===== src/rtl/dccm_mbist_pkg.sv =====
// Shared definitions for the DCCM memory-test engine.
//   mbist_state_e  : engine state encoding
//   pattern_word() : address-derived test word, optionally inverted
//   access_count() : number of 8-byte accesses covering a DCCM of a given size
package dccm_mbist_pkg;

   typedef enum logic [2:0] {
      IDLE  = 3'd0,
      WRITE = 3'd1,
      READ  = 3'd2,
      DRAIN = 3'd3,
      DONE  = 3'd4
   } mbist_state_e;

   // Widest stored word the pattern helper supports; callers truncate.
   localparam int unsigned PAT_W = 64;

   localparam int unsigned DCCM_SIZE_DEFAULT    = 64;
   localparam int unsigned ACCESS_COUNT_DEFAULT = DCCM_SIZE_DEFAULT * 1024 / 8;

   function automatic int unsigned access_count(input int unsigned size_kb);
      return size_kb * 1024 / 8;
   endfunction

   // Zero-extended address, all bits flipped when invert is set.
   function automatic logic [PAT_W-1:0] pattern_word(input logic [PAT_W-1:0] addr,
                                                     input logic             invert);
      return invert ? ~addr : addr;
   endfunction

endpackage


===== src/rtl/dccm_mbist_ctl_if.sv =====
// DCCM read/write port bundle as accepted by the DCCM memory wrapper.
//   master : access initiator (drives strobes, addresses, write data)
//   slave  : memory wrapper (returns read data)
interface dccm_mbist_ctl_if #(
   parameter int unsigned DCCM_BITS        = 16,
   parameter int unsigned DCCM_FDATA_WIDTH = 39
);
   logic                        dccm_wren;
   logic                        dccm_rden;
   logic [DCCM_BITS-1:0]        dccm_wr_addr_lo;
   logic [DCCM_BITS-1:0]        dccm_wr_addr_hi;
   logic [DCCM_BITS-1:0]        dccm_rd_addr_lo;
   logic [DCCM_BITS-1:0]        dccm_rd_addr_hi;
   logic [DCCM_FDATA_WIDTH-1:0] dccm_wr_data_lo;
   logic [DCCM_FDATA_WIDTH-1:0] dccm_wr_data_hi;
   logic [DCCM_FDATA_WIDTH-1:0] dccm_rd_data_lo;
   logic [DCCM_FDATA_WIDTH-1:0] dccm_rd_data_hi;

   modport master (
      output dccm_wren, dccm_rden,
      output dccm_wr_addr_lo, dccm_wr_addr_hi, dccm_rd_addr_lo, dccm_rd_addr_hi,
      output dccm_wr_data_lo, dccm_wr_data_hi,
      input  dccm_rd_data_lo, dccm_rd_data_hi
   );

   modport slave (
      input  dccm_wren, dccm_rden,
      input  dccm_wr_addr_lo, dccm_wr_addr_hi, dccm_rd_addr_lo, dccm_rd_addr_hi,
      input  dccm_wr_data_lo, dccm_wr_data_hi,
      output dccm_rd_data_lo, dccm_rd_data_hi
   );
endinterface


===== src/rtl/dccm_mbist_rdpipe.sv =====
// Expected-address pipe for outstanding DCCM reads.
//   push/push_addr : read issued this cycle and its lo address
//   flush          : drop every outstanding entry (abort or first failure)
//   out_valid/out_addr : entry whose read data is on the bus this cycle
//   empty          : no reads outstanding
module dccm_mbist_rdpipe #(
   parameter int unsigned RD_LAT = 1,
   parameter int unsigned AW     = 16
) (
   input  logic          clk,
   input  logic          rst_l,
   input  logic          push,
   input  logic [AW-1:0] push_addr,
   input  logic          flush,
   output logic          out_valid,
   output logic [AW-1:0] out_addr,
   output logic          empty
);

   logic [RD_LAT-1:0] vld_q;
   logic [AW-1:0]     adr_q [RD_LAT];

   always_ff @(posedge clk or negedge rst_l) begin
      if (!rst_l) begin
         vld_q <= '0;
         for (int unsigned i = 0; i < RD_LAT; i++) adr_q[i] <= '0;
      end else begin
         vld_q[0] <= push & ~flush;
         adr_q[0] <= push_addr;
         for (int unsigned i = 1; i < RD_LAT; i++) begin
            vld_q[i] <= vld_q[i-1] & ~flush;
            adr_q[i] <= adr_q[i-1];
         end
      end
   end

   assign out_valid = vld_q[RD_LAT-1];
   assign out_addr  = adr_q[RD_LAT-1];
   assign empty     = ~|vld_q;

endmodule


===== src/rtl/dccm_mbist_ctl.sv =====
// DCCM memory-test initiator. Writes an address-derived pattern over the
// whole DCCM in idle core cycles, reads it back, compares, and reports.
//   clk, rst_l           : clock, asynchronous active-low reset
//   start, abort, invert : test control (invert sampled at start)
//   core_busy            : core owns the DCCM port this cycle
//   dccm                 : DCCM port bundle (master side)
//   busy, done, fail, fail_addr : status, first failing lo address
module dccm_mbist_ctl
   import dccm_mbist_pkg::*;
#(
   parameter int unsigned DCCM_BITS        = 16,
   parameter int unsigned DCCM_FDATA_WIDTH = 39,
   parameter int unsigned DCCM_SIZE        = 64,
   parameter int unsigned RD_LAT           = 1
) (
   input  logic                 clk,
   input  logic                 rst_l,
   input  logic                 start,
   input  logic                 abort,
   input  logic                 invert,
   input  logic                 core_busy,
   dccm_mbist_ctl_if.master     dccm,
   output logic                 busy,
   output logic                 done,
   output logic                 fail,
   output logic [DCCM_BITS-1:0] fail_addr
);

   localparam int unsigned N     = access_count(DCCM_SIZE);
   localparam int unsigned CNT_W = (N > 1) ? $clog2(N) : 1;

   mbist_state_e          state_q, state_d;
   logic [CNT_W-1:0]      cnt_q, cnt_d;
   logic                  inv_q, inv_d;
   logic                  fail_q, fail_d;
   logic [DCCM_BITS-1:0]  fail_addr_q, fail_addr_d;
   logic                  aborted_q, aborted_d;

   logic                        active, abort_hit, last;
   logic                        wr_go, rd_go, mism, flush;
   logic [DCCM_BITS-1:0]        a_lo, a_hi;
   logic [DCCM_FDATA_WIDTH-1:0] wd_lo, wd_hi, exp_lo, exp_hi;
   logic                        pipe_valid, pipe_empty;
   logic [DCCM_BITS-1:0]        pipe_addr;

   // Address/data are forced to zero outside WRITE/READ so idle outputs stay 0.
   assign active    = (state_q == WRITE) || (state_q == READ);
   assign abort_hit = abort && active;
   assign last      = (cnt_q == CNT_W'(N - 1));
   assign a_lo      = active ? DCCM_BITS'({cnt_q, 3'b000}) : '0;
   assign a_hi      = active ? a_lo + DCCM_BITS'(4) : '0;
   assign wd_lo     = active ? DCCM_FDATA_WIDTH'(pattern_word(PAT_W'(a_lo), inv_q)) : '0;
   assign wd_hi     = active ? DCCM_FDATA_WIDTH'(pattern_word(PAT_W'(a_hi), inv_q)) : '0;

   assign exp_lo = DCCM_FDATA_WIDTH'(pattern_word(PAT_W'(pipe_addr), inv_q));
   assign exp_hi = DCCM_FDATA_WIDTH'(pattern_word(PAT_W'(pipe_addr + DCCM_BITS'(4)), inv_q));

   // Reads returning in the abort cycle are discarded rather than compared.
   assign mism  = pipe_valid && !abort_hit &&
                  ((dccm.dccm_rd_data_lo != exp_lo) || (dccm.dccm_rd_data_hi != exp_hi));
   assign flush = abort_hit || mism;

   dccm_mbist_rdpipe #(
      .RD_LAT (RD_LAT),
      .AW     (DCCM_BITS)
   ) u_rdpipe (
      .clk       (clk),
      .rst_l     (rst_l),
      .push      (rd_go),
      .push_addr (a_lo),
      .flush     (flush),
      .out_valid (pipe_valid),
      .out_addr  (pipe_addr),
      .empty     (pipe_empty)
   );

   always_ff @(posedge clk or negedge rst_l) begin
      if (!rst_l) begin
         state_q     <= IDLE;
         cnt_q       <= '0;
         inv_q       <= 1'b0;
         fail_q      <= 1'b0;
         fail_addr_q <= '0;
         aborted_q   <= 1'b0;
      end else begin
         state_q     <= state_d;
         cnt_q       <= cnt_d;
         inv_q       <= inv_d;
         fail_q      <= fail_d;
         fail_addr_q <= fail_addr_d;
         aborted_q   <= aborted_d;
      end
   end

   always_comb begin
      state_d     = state_q;
      cnt_d       = cnt_q;
      inv_d       = inv_q;
      fail_d      = fail_q;
      fail_addr_d = fail_addr_q;
      aborted_d   = aborted_q;
      // A mismatch seen this cycle suppresses the read that would otherwise issue.
      wr_go       = (state_q == WRITE) && !core_busy && !abort_hit;
      rd_go       = (state_q == READ) && !core_busy && !abort_hit && !mism;

      if (mism) begin
         fail_d      = 1'b1;
         fail_addr_d = pipe_addr;
      end

      case (state_q)
         IDLE, DONE: begin
            if (start && !abort) begin
               state_d     = WRITE;
               cnt_d       = '0;
               inv_d       = invert;
               fail_d      = 1'b0;
               fail_addr_d = '0;
               aborted_d   = 1'b0;
            end
         end
         WRITE: begin
            if (abort) begin
               state_d   = DRAIN;
               aborted_d = 1'b1;
            end else if (wr_go) begin
               if (last) begin
                  state_d = READ;
                  cnt_d   = '0;
               end else begin
                  cnt_d = cnt_q + CNT_W'(1);
               end
            end
         end
         READ: begin
            if (abort) begin
               state_d   = DRAIN;
               aborted_d = 1'b1;
            end else if (mism) begin
               state_d = DRAIN;
            end else if (rd_go) begin
               if (last) state_d = DRAIN;
               else      cnt_d   = cnt_q + CNT_W'(1);
            end
         end
         DRAIN: begin
            if (pipe_empty) begin
               state_d   = aborted_q ? IDLE : DONE;
               aborted_d = 1'b0;
               if (aborted_q) fail_d = 1'b0;
            end
         end
         default: state_d = IDLE;
      endcase
   end

   assign dccm.dccm_wren       = wr_go;
   assign dccm.dccm_rden       = rd_go;
   assign dccm.dccm_wr_addr_lo = a_lo;
   assign dccm.dccm_wr_addr_hi = a_hi;
   assign dccm.dccm_rd_addr_lo = a_lo;
   assign dccm.dccm_rd_addr_hi = a_hi;
   assign dccm.dccm_wr_data_lo = wd_lo;
   assign dccm.dccm_wr_data_hi = wd_hi;

   assign busy      = (state_q == WRITE) || (state_q == READ) || (state_q == DRAIN);
   assign done      = (state_q == DONE);
   assign fail      = fail_q;
   assign fail_addr = fail_addr_q;

endmodule


===== src/flat_wrapper.sv =====
// flat-port wrapper written by rule: the top's interface ports become plain ports
module dccm_mbist_ctl_flat import dccm_mbist_pkg::*;
#(
   parameter int unsigned DCCM_BITS        = 16,
   parameter int unsigned DCCM_FDATA_WIDTH = 39,
   parameter int unsigned DCCM_SIZE        = 64,
   parameter int unsigned RD_LAT           = 1
)
  (clk, rst_l, start, abort, invert, core_busy, busy, done, fail, fail_addr, dccm_dccm_wren, dccm_dccm_rden, dccm_dccm_wr_addr_lo, dccm_dccm_wr_addr_hi, dccm_dccm_rd_addr_lo, dccm_dccm_rd_addr_hi, dccm_dccm_wr_data_lo, dccm_dccm_wr_data_hi, dccm_dccm_rd_data_lo, dccm_dccm_rd_data_hi);
  dccm_mbist_ctl_if #(.DCCM_BITS(DCCM_BITS), .DCCM_FDATA_WIDTH(DCCM_FDATA_WIDTH)) dccm_i ();
  input  logic clk;
  input  logic rst_l;
  input  logic start;
  input  logic abort;
  input  logic invert;
  input  logic core_busy;
  output logic busy;
  output logic done;
  output logic fail;
  output logic [DCCM_BITS-1:0] fail_addr;
  output wire logic [$bits(dccm_i.dccm_wren)-1:0] dccm_dccm_wren;
  output wire logic [$bits(dccm_i.dccm_rden)-1:0] dccm_dccm_rden;
  output wire logic [$bits(dccm_i.dccm_wr_addr_lo)-1:0] dccm_dccm_wr_addr_lo;
  output wire logic [$bits(dccm_i.dccm_wr_addr_hi)-1:0] dccm_dccm_wr_addr_hi;
  output wire logic [$bits(dccm_i.dccm_rd_addr_lo)-1:0] dccm_dccm_rd_addr_lo;
  output wire logic [$bits(dccm_i.dccm_rd_addr_hi)-1:0] dccm_dccm_rd_addr_hi;
  output wire logic [$bits(dccm_i.dccm_wr_data_lo)-1:0] dccm_dccm_wr_data_lo;
  output wire logic [$bits(dccm_i.dccm_wr_data_hi)-1:0] dccm_dccm_wr_data_hi;
  input wire logic [$bits(dccm_i.dccm_rd_data_lo)-1:0] dccm_dccm_rd_data_lo;
  input wire logic [$bits(dccm_i.dccm_rd_data_hi)-1:0] dccm_dccm_rd_data_hi;
  assign dccm_dccm_wren = dccm_i.dccm_wren;
  assign dccm_dccm_rden = dccm_i.dccm_rden;
  assign dccm_dccm_wr_addr_lo = dccm_i.dccm_wr_addr_lo;
  assign dccm_dccm_wr_addr_hi = dccm_i.dccm_wr_addr_hi;
  assign dccm_dccm_rd_addr_lo = dccm_i.dccm_rd_addr_lo;
  assign dccm_dccm_rd_addr_hi = dccm_i.dccm_rd_addr_hi;
  assign dccm_dccm_wr_data_lo = dccm_i.dccm_wr_data_lo;
  assign dccm_dccm_wr_data_hi = dccm_i.dccm_wr_data_hi;
  assign dccm_i.dccm_rd_data_lo = dccm_dccm_rd_data_lo;
  assign dccm_i.dccm_rd_data_hi = dccm_dccm_rd_data_hi;
  dccm_mbist_ctl #(.DCCM_BITS(DCCM_BITS), .DCCM_FDATA_WIDTH(DCCM_FDATA_WIDTH), .DCCM_SIZE(DCCM_SIZE), .RD_LAT(RD_LAT)) u_core (.clk(clk), .rst_l(rst_l), .start(start), .abort(abort), .invert(invert), .core_busy(core_busy), .dccm(dccm_i), .busy(busy), .done(done), .fail(fail), .fail_addr(fail_addr));
endmodule

===== config.mk =====
export PLATFORM = sky130hd
export DESIGN_NAME = dccm_mbist_ctl_flat
export DESIGN_NICKNAME = d
export VERILOG_FILES = /design/src/rtl/dccm_mbist_pkg.sv /design/src/rtl/dccm_mbist_ctl_if.sv /design/src/rtl/dccm_mbist_rdpipe.sv /design/src/rtl/dccm_mbist_ctl.sv /design/src/flat_wrapper.sv
export SDC_FILE = /design/constraint.sdc
export NUM_CORES = 1
export LEC_CHECK = 0
export BUFFER_PORTS_ARGS = -buffer_cell sky130_fd_sc_hd__buf_2
export CAP_MARGIN = 25
export CORE_ASPECT_RATIO = 0.7
export CORE_MARGIN = 2
export CORE_UTILIZATION = 47
export DETAILED_ROUTE_END_ITERATION = 10
export PLACE_DENSITY = 0.82
export SYNTH_ARGS = -nofsm -noshare
export SYNTH_HDL_FRONTEND = slang
export SYNTH_HIERARCHICAL = 1
export SYNTH_SLANG_ARGS = --single-unit
export TNS_END_PERCENT = 50

===== constraint.sdc =====
create_clock -name clk -period 5.8 [get_ports clk]
set_clock_uncertainty 0.15 [all_clocks]
set_input_delay 1.45 -clock clk [delete_from_list [all_inputs] [get_ports clk]]
set_output_delay 1.45 -clock clk [all_outputs]
set_load 0.02 [all_outputs]

==> summary.txt, run 1 <==
Clock tree
  • CTS Hold Bufs: 0
  • # resized after CTS: 0
  • Total CTS buffers: 5
  • CTS tree: yes
  • Root Buffer: clkbuf_16
  • Worst-Skew Late Latency: 0.30 ns
  • H-tree levels: 2
  • Worst-path clk slew: 0.07 ns
  • Setup bufs post-CTS: 0
  • Clock Sinks: 52
  • Maximum clock insertion buffer count: 2

Critical path
  • CP Data Arrival Time: 3.90 ns
  • Required time of the critical path: 4.20 ns
  • R2R Setup Slk: 2.05 ns
  • Critical Path Start Type: input port
  • Worst reg2reg path depth: 9
  • Worst Path Class, Setup: in2out
  • R2R Path End: u_core/cnt_q[9]
  • Crit end category: output port
  • R2r startpoint: u_core/state_q[1]
  • Max FO, Critical Path: 3

Route
  • Drt wl/cell: 17.0 µm
  • Drt drc: 0
  • Starting DRT DRC Count: 479
  • Vias per cell: 5.66
  • Drt first pass iters: 5
  • Vias: 4751
  • Post-route ant nets: 0
  • Final wirelength: 14.3 mm

Job
  • # Max-Cap Violations: 0

Placed design
  • DPL Wire Length: 10.9 mm
  • Placed cell area: 0.00528 mm²
  • I/O Buffers: 236
  • GPL Wtd Cong: 0.995

Min path
  • Tightest Hold Check Type: reg2reg
  • Hold Path End: u_core/fail_addr[2]
  • Hold path cells: 2
  • Hold Startpoint: u_core/fail_addr[2]

Synthesis
  • Synthesis-stage register bit count: 52
  • Syn Area/Cell: 8.09 µm²
  • Synth warn: 6
  • Post-synth EDFFs: 0
  • Top cells by area, synth: dfrtp_1 27%, buf_4 18%, xnor2_1 7.4%
  • Syn Inst Count: 599
  • Top_reg_cell synth: dfrtp_1
  • Cell area after synthesis: 0.00484 mm²
  • Top cell type's share of synthesized area: 26.9%
  • Post-synthesis sequential area ratio: 26.9%
  • Synth area leader: dfrtp_1
  • Cell variety after synth: 67
  • Post-synth ARST share: 100%

Global route
  • First-pass GRT wire length: 21.4 mm
  • Vias in the first global route: 4165
  • Initial antenna violation count: 0
  • Gr ovfl total: 0
  • Overall routing resource usage: 24.2%
  • Largest net degree at the start of global routing: 53

Cells and area
  • Share of cells above drive strength 1: 37.6%
  • Commonest cells after routing, fill and taps aside: 236 x buf_2, 51 x dfrtp_1, 45 x nor2_1
  • Filler cells: 927
  • N_diodes: 0
  • Commonest non-fill, non-tap cell in the layout: buf_2
  • Design area: 0.00545 mm²
  • Layout area overhead: 12.4%
  • Nets@finish: 797

Timing
  • Slew HR: 43.3%
  • Worst slew pin tran: 0.847 ns
  • Final hold violations: 0
  • Max Fclk: 182 MHz
  • Setup violators final: 0
  • Final TNS setup: 0 ns
  • Final Cycle Share: 94.9%
  • Setup repair after global routing missed its margin: no
  • Hold slack: 0.391 ns
  • Slew Limit Fails: 0
  • Crit path time final: 5.50 ns

Power
  • Leakage: 2.78 nW
  • Power density over the cells: 420 mW/mm²
  • Maximum vdd ir drop: 0.000217 V

Floorplanning
  • Cell row count: 30
  • Total core area: 0.00987 mm²
  • IO Count: 247
  • Die area: 0.0111 mm²
  • Die W: 125 µm
  • Starting Density: 49.1%
  • Die H: 88.9 µm

Status
  • Status: finished clean
state kept, by name, summed over array words and instances, names as in the netlist:
name,count
u_core/inv_q,1
u_core/fail_addr,16
u_core/fail,1
u_core/u_rdpipe/out_addr,16
u_core/cnt_q,13
u_core/aborted_q,1
u_core/state_q,3
u_core/u_rdpipe/out_valid,1
cell families (layout without fill, tap and decap cells):
| family | after synthesis | count (layout) | synth area share [%] |
|---|---|---|---|
| buffers and inverters | 168 | 269 | 22.3 |
| AND/OR/NAND/NOR | 209 | 209 | 23.3 |
| flip-flops | 52 | 52 | 26.9 |
| other | 1 | 13 | 0.0774 |
| AO/OA/AOI/OAI | 112 | 112 | 16.5 |
| multiplexers | 6 | 6 | 1.34 |
| adder cells (fa/ha/maj) | 2 | 2 | 0.517 |
| XOR/XNOR | 49 | 49 | 9.14 |
where the power goes:
group	internal (mW)	leakage (nW)	switching, mW
Sequential	0.406	0.708	0.0961
Clock	0.203	0.0798	0.137
Combinational	0.465	1.99	0.982
cell usage after synthesis (12+ instances only):
library cell  number
buf_4            114
nor3_1            12
and3_1            12
inv_1             17
xnor2_1           41
nor4_1            12
a21oi_1           21
nand3_1           33
clkbuf_1          18
dfrtp_1           52
o21ai_0           14
nor2_1            46
nand2_1           29
and2_1            14
buf_2             12
o21ai_1           13
metrics by stage:
step	utilization, %	power [mW]	cells	setup slack (ns)
4_1_cts	55.2	2.29	840	0.370
2_1_floorplan	-	1.83	611	0.672
3_5_place_dp	53.5	1.95	832	0.384
5_1_grt	55.2	2.44	840	0.171
3_3_place_gp	53.3	1.93	831	0.439
6_report	55.2	2.29	840	0.297
worst max-delay path by stage:
stage,cells past startpoint,end,slack (ns),startpoint
after floorplan,9,dccm_dccm_rden,0.67,dccm_dccm_rd_data_lo[28]
after global placement,10,dccm_dccm_rden,0.44,dccm_dccm_rd_data_lo[28]
after detailed placement,10,dccm_dccm_rden,0.38,dccm_dccm_rd_data_lo[28]
after CTS,10,dccm_dccm_rden,0.37,dccm_dccm_rd_data_lo[28]
after global routing,10,dccm_dccm_rden,0.17,dccm_dccm_rd_data_lo[3]
final,10,dccm_dccm_rden,0.30,dccm_dccm_rd_data_lo[28]
final cells by class:
class | instances | area (µm²) | area share, %
Multi-Input combinational cell | 391 | 2510 | 46.2
Tap cell | 128 | 160 | 2.94
Sequential cell | 52 | 1300 | 23.9
Inverter | 19 | 71.3 | 1.31
Timing Repair Buffer | 242 | 1230 | 22.6
Clock inverter | 3 | 42.5 | 0.781
Clock buffer | 5 | 125 | 2.30
critical path, stage by stage:
cell and delay (ns):
buf_2 0.10, or4_1 0.50, a2111oi_0 0.39, a31oi_1 0.15, nor4_1 0.31, and4_1 0.31
and3_1 0.20, nor2_1 0.06, nor2b_1 0.22, buf_2 0.20
layer usage:
metal / up-vias / global-route usage [%] / wire length (µm)
met1: 2256 / 34.9 / 6240
met3: 17 / 5.80 / 1500
met2: 273 / 37.2 / 6360
met5: - / 0 / 0
met4: 0 / 5.96 / 147
li1: 2205 / - / -
No activity file was read; power rests on OpenSTA's default activity.
==> run 2, diff against run 1 <==
--- a/config.mk
+++ b/config.mk
@@ -9,11 +9,12 @@
 export CAP_MARGIN = 25
 export CORE_ASPECT_RATIO = 0.7
 export CORE_MARGIN = 2
-export CORE_UTILIZATION = 47
+export CORE_UTILIZATION = 44
 export DETAILED_ROUTE_END_ITERATION = 10
+export GPL_ROUTABILITY_DRIVEN = 0
 export PLACE_DENSITY = 0.82
+export SKIP_LAST_GASP = 1
 export SYNTH_ARGS = -nofsm -noshare
 export SYNTH_HDL_FRONTEND = slang
-export SYNTH_HIERARCHICAL = 1
 export SYNTH_SLANG_ARGS = --single-unit
 export TNS_END_PERCENT = 50
==> run 2 against run 1 <==
Setup slack improved by 0.21 ns. Register-to-register slack got worse by 0.08 ns. First-iteration DRC count fell by 65%. Sequential power fell by 4.4%. Sequential cell count fell by 3. Die area fell by 11%. Combinational power fell by 7%. Power fell by 7.8%. Area after synthesis fell by 17%. Cell count fell by 14%. Utilization fell by 2.9 points. Sequential share of layout area rose by 2.4 points.
==> summary.txt, run 2 <==
Status
  • Status: finished clean

Route
  • Drt drc: 0
  • Drt first pass iters: 5
  • Drt wl/cell: 15.2 µm
  • Starting DRT DRC Count: 166
  • Final wirelength: 11.0 mm
  • Vias: 3670
  • Vias per cell: 5.06
  • Post-route ant nets: 0

Clock tree
  • CTS Hold Bufs: 0
  • Setup bufs post-CTS: 0
  • Root Buffer: clkbuf_16
  • Maximum clock insertion buffer count: 2
  • # resized after CTS: 0
  • CTS tree: yes
  • Total CTS buffers: 5
  • Worst-path clk slew: 0.06 ns
  • H-tree levels: 2
  • Worst-Skew Late Latency: 0.28 ns
  • Clock Sinks: 49

Floorplanning
  • Die W: 118 µm
  • IO Count: 247
  • Cell row count: 29
  • Total core area: 0.00893 mm²
  • Starting Density: 44.8%
  • Die area: 0.00987 mm²
  • Die H: 83.7 µm

Critical path
  • Worst-path cell chain: buf_2, or4_1, nor4_1, o22ai_1, a2111o_1, nor4_4, a21oi_2, nor4_1, buf_2
  • CP Data Arrival Time: 3.70 ns
  • Critical Path Max Stage Delay: 0.52 ns
  • Max FO, Critical Path: 2
  • Required time of the critical path: 4.20 ns
  • Crit end category: output port
  • CP max-delay cell: or4_1
  • Critical Path Start Type: input port
  • Worst Path Class, Setup: in2out

Synthesis
  • Cell variety after synth: 59
  • Post-synth EDFFs: 0
  • Top-count cell post-synth: buf_4
  • Syn Inst Count: 473
  • Synth warn: 0
  • Cell area after synthesis: 0.00400 mm²
  • Post-synth top cells: 114 x buf_4, 49 x dfrtp_1, 49 x nor2_1
  • Synthesis-stage register bit count: 49
  • Top_reg_cell synth: dfrtp_1
  • Syn Area/Cell: 8.45 µm²
  • Post-synth ARST share: 100%
  • Synth area leader: dfrtp_1
  • Post-synthesis sequential area ratio: 30.7%
  • Top cell type's share of synthesized area: 30.7%
  • Top cells by area, synth: dfrtp_1 31%, buf_4 21%, nor2_1 4.6%

Global route
  • First-pass GRT wire length: 16.7 mm
  • Initial antenna violation count: 0
  • Largest net degree at the start of global routing: 52
  • GRT met1 Usage: 28.1%
  • Vias in the first global route: 3310
  • Gr ovfl total: 0
  • Grt peak-use layer: met2
  • Overall routing resource usage: 21.0%
  • GR Util met3: 3.48%
  • Met2 Use GR: 36.2%

Cells and area
  • Commonest non-fill, non-tap cell in the layout: buf_2
  • Nets@finish: 686
  • Design area: 0.00467 mm²
  • Share of cells above drive strength 1: 43.7%
  • Max reg flops: 16
  • Commonest cells after routing, fill and taps aside: 236 x buf_2, 49 x nor2_1, 48 x dfrtp_1
  • Layout area overhead: 16.8%
  • N_diodes: 0
  • Fin cells: 726

Job
  • # Max-Cap Violations: 0

Timing
  • Final TNS setup: 0 ns
  • Final hold violations: 0
  • Worst slew pin tran: 0.945 ns
  • Final Cycle Share: 91.3%
  • Crit path time final: 5.30 ns
  • Slew HR: 37.0%
  • Setup violators final: 0
  • Slew Limit Fails: 0
  • Setup repair after global routing missed its margin: no
  • Max Fclk: 189 MHz

Power
  • Power density over the cells: 452 mW/mm²
  • Maximum vdd ir drop: 0.000326 V
  • Leakage: 2.53 nW

Placed design
  • Placed cell area: 0.00449 mm²
  • I/O Buffers: 236
  • DPL Wire Length: 8.77 mm
  • Cells after DPL: 716

Min path
  • Tightest Hold Check Type: reg2reg
==> run 2: cells by family (layout without fill, tap and decap cells) <==
logic type / Yosys count / after routing / synth area share, %
AO/OA/AOI/OAI: 71 / 71 / 11.9
buffers and inverters: 139 / 259 / 24.1
XOR/XNOR: 32 / 32 / 7.01
AND/OR/NAND/NOR: 163 / 163 / 21.6
multiplexers: 17 / 17 / 4.35
flip-flops: 49 / 49 / 30.7
other: 1 / 10 / 0.0938
adder cells (fa/ha/maj): 1 / 1 / 0.313
==> run 2: per-stage QoR <==
stage / util (%) / power, mW / hold slack [ns] / setup slack (ns)
2_1_floorplan: - / 1.72 / 0.348 / 0.346
3_3_place_gp: 50.1 / 1.78 / 0.350 / 0.533
3_5_place_dp: 50.3 / 1.80 / 0.359 / 0.502
4_1_cts: 51.9 / 2.09 / 0.374 / 0.488
5_1_grt: 52.3 / 2.24 / 0.407 / 0.351
6_report: 52.3 / 2.11 / 0.373 / 0.502
==> run 2: final timing paths <==
kind                                          start                   end  slack [ns]  cells after the start
setup / recovery           dccm_dccm_rd_data_hi[26]        dccm_dccm_rden        0.50                      9
hold / removal                 u_core.fail_addr[14]  u_core.fail_addr[14]        0.37                      2
setup reg to reg                       u_core.inv_q       u_core.cnt_q[6]        1.97                      8
hold reg to reg                u_core.fail_addr[14]  u_core.fail_addr[14]        0.37                      2
max in group asynchronous                     rst_l   u_core.fail_addr[5]        4.10                      2
min in group asynchronous                     rst_l       u_core.cnt_q[7]        0.90                      1
==> run 2: area by class of cell <==
type | instances | area (µm²)
tap | 124 | 155
clock inverter | 3 | 17.5
clock buffer | 5 | 125
sequential | 49 | 1230
multi-input combinational | 294 | 1850
timing repair buffer | 242 | 1260
inverter | 9 | 33.8
fill | 843 | 4260
==> run 2: power by group <==
group | switching, mW | internal [mW]
Clock | 0.121 | 0.158
Combinational | 0.894 | 0.457
Sequential | 0.104 | 0.375
==> run 2: critical path: cells and delay by family <==
kind | cells | cell delay (ns)
and+or+nand+nor | 4 | 1.34
AOI/OAI and AO/OA | 3 | 0.60
buffers and inverters | 2 | 0.32
==> run 2: metal layers <==
layer,wire (µm),up-vias
met3,660,10
met4,78,0
met1,4890,1739
met5,0,-
met2,5380,150
li1,-,1771
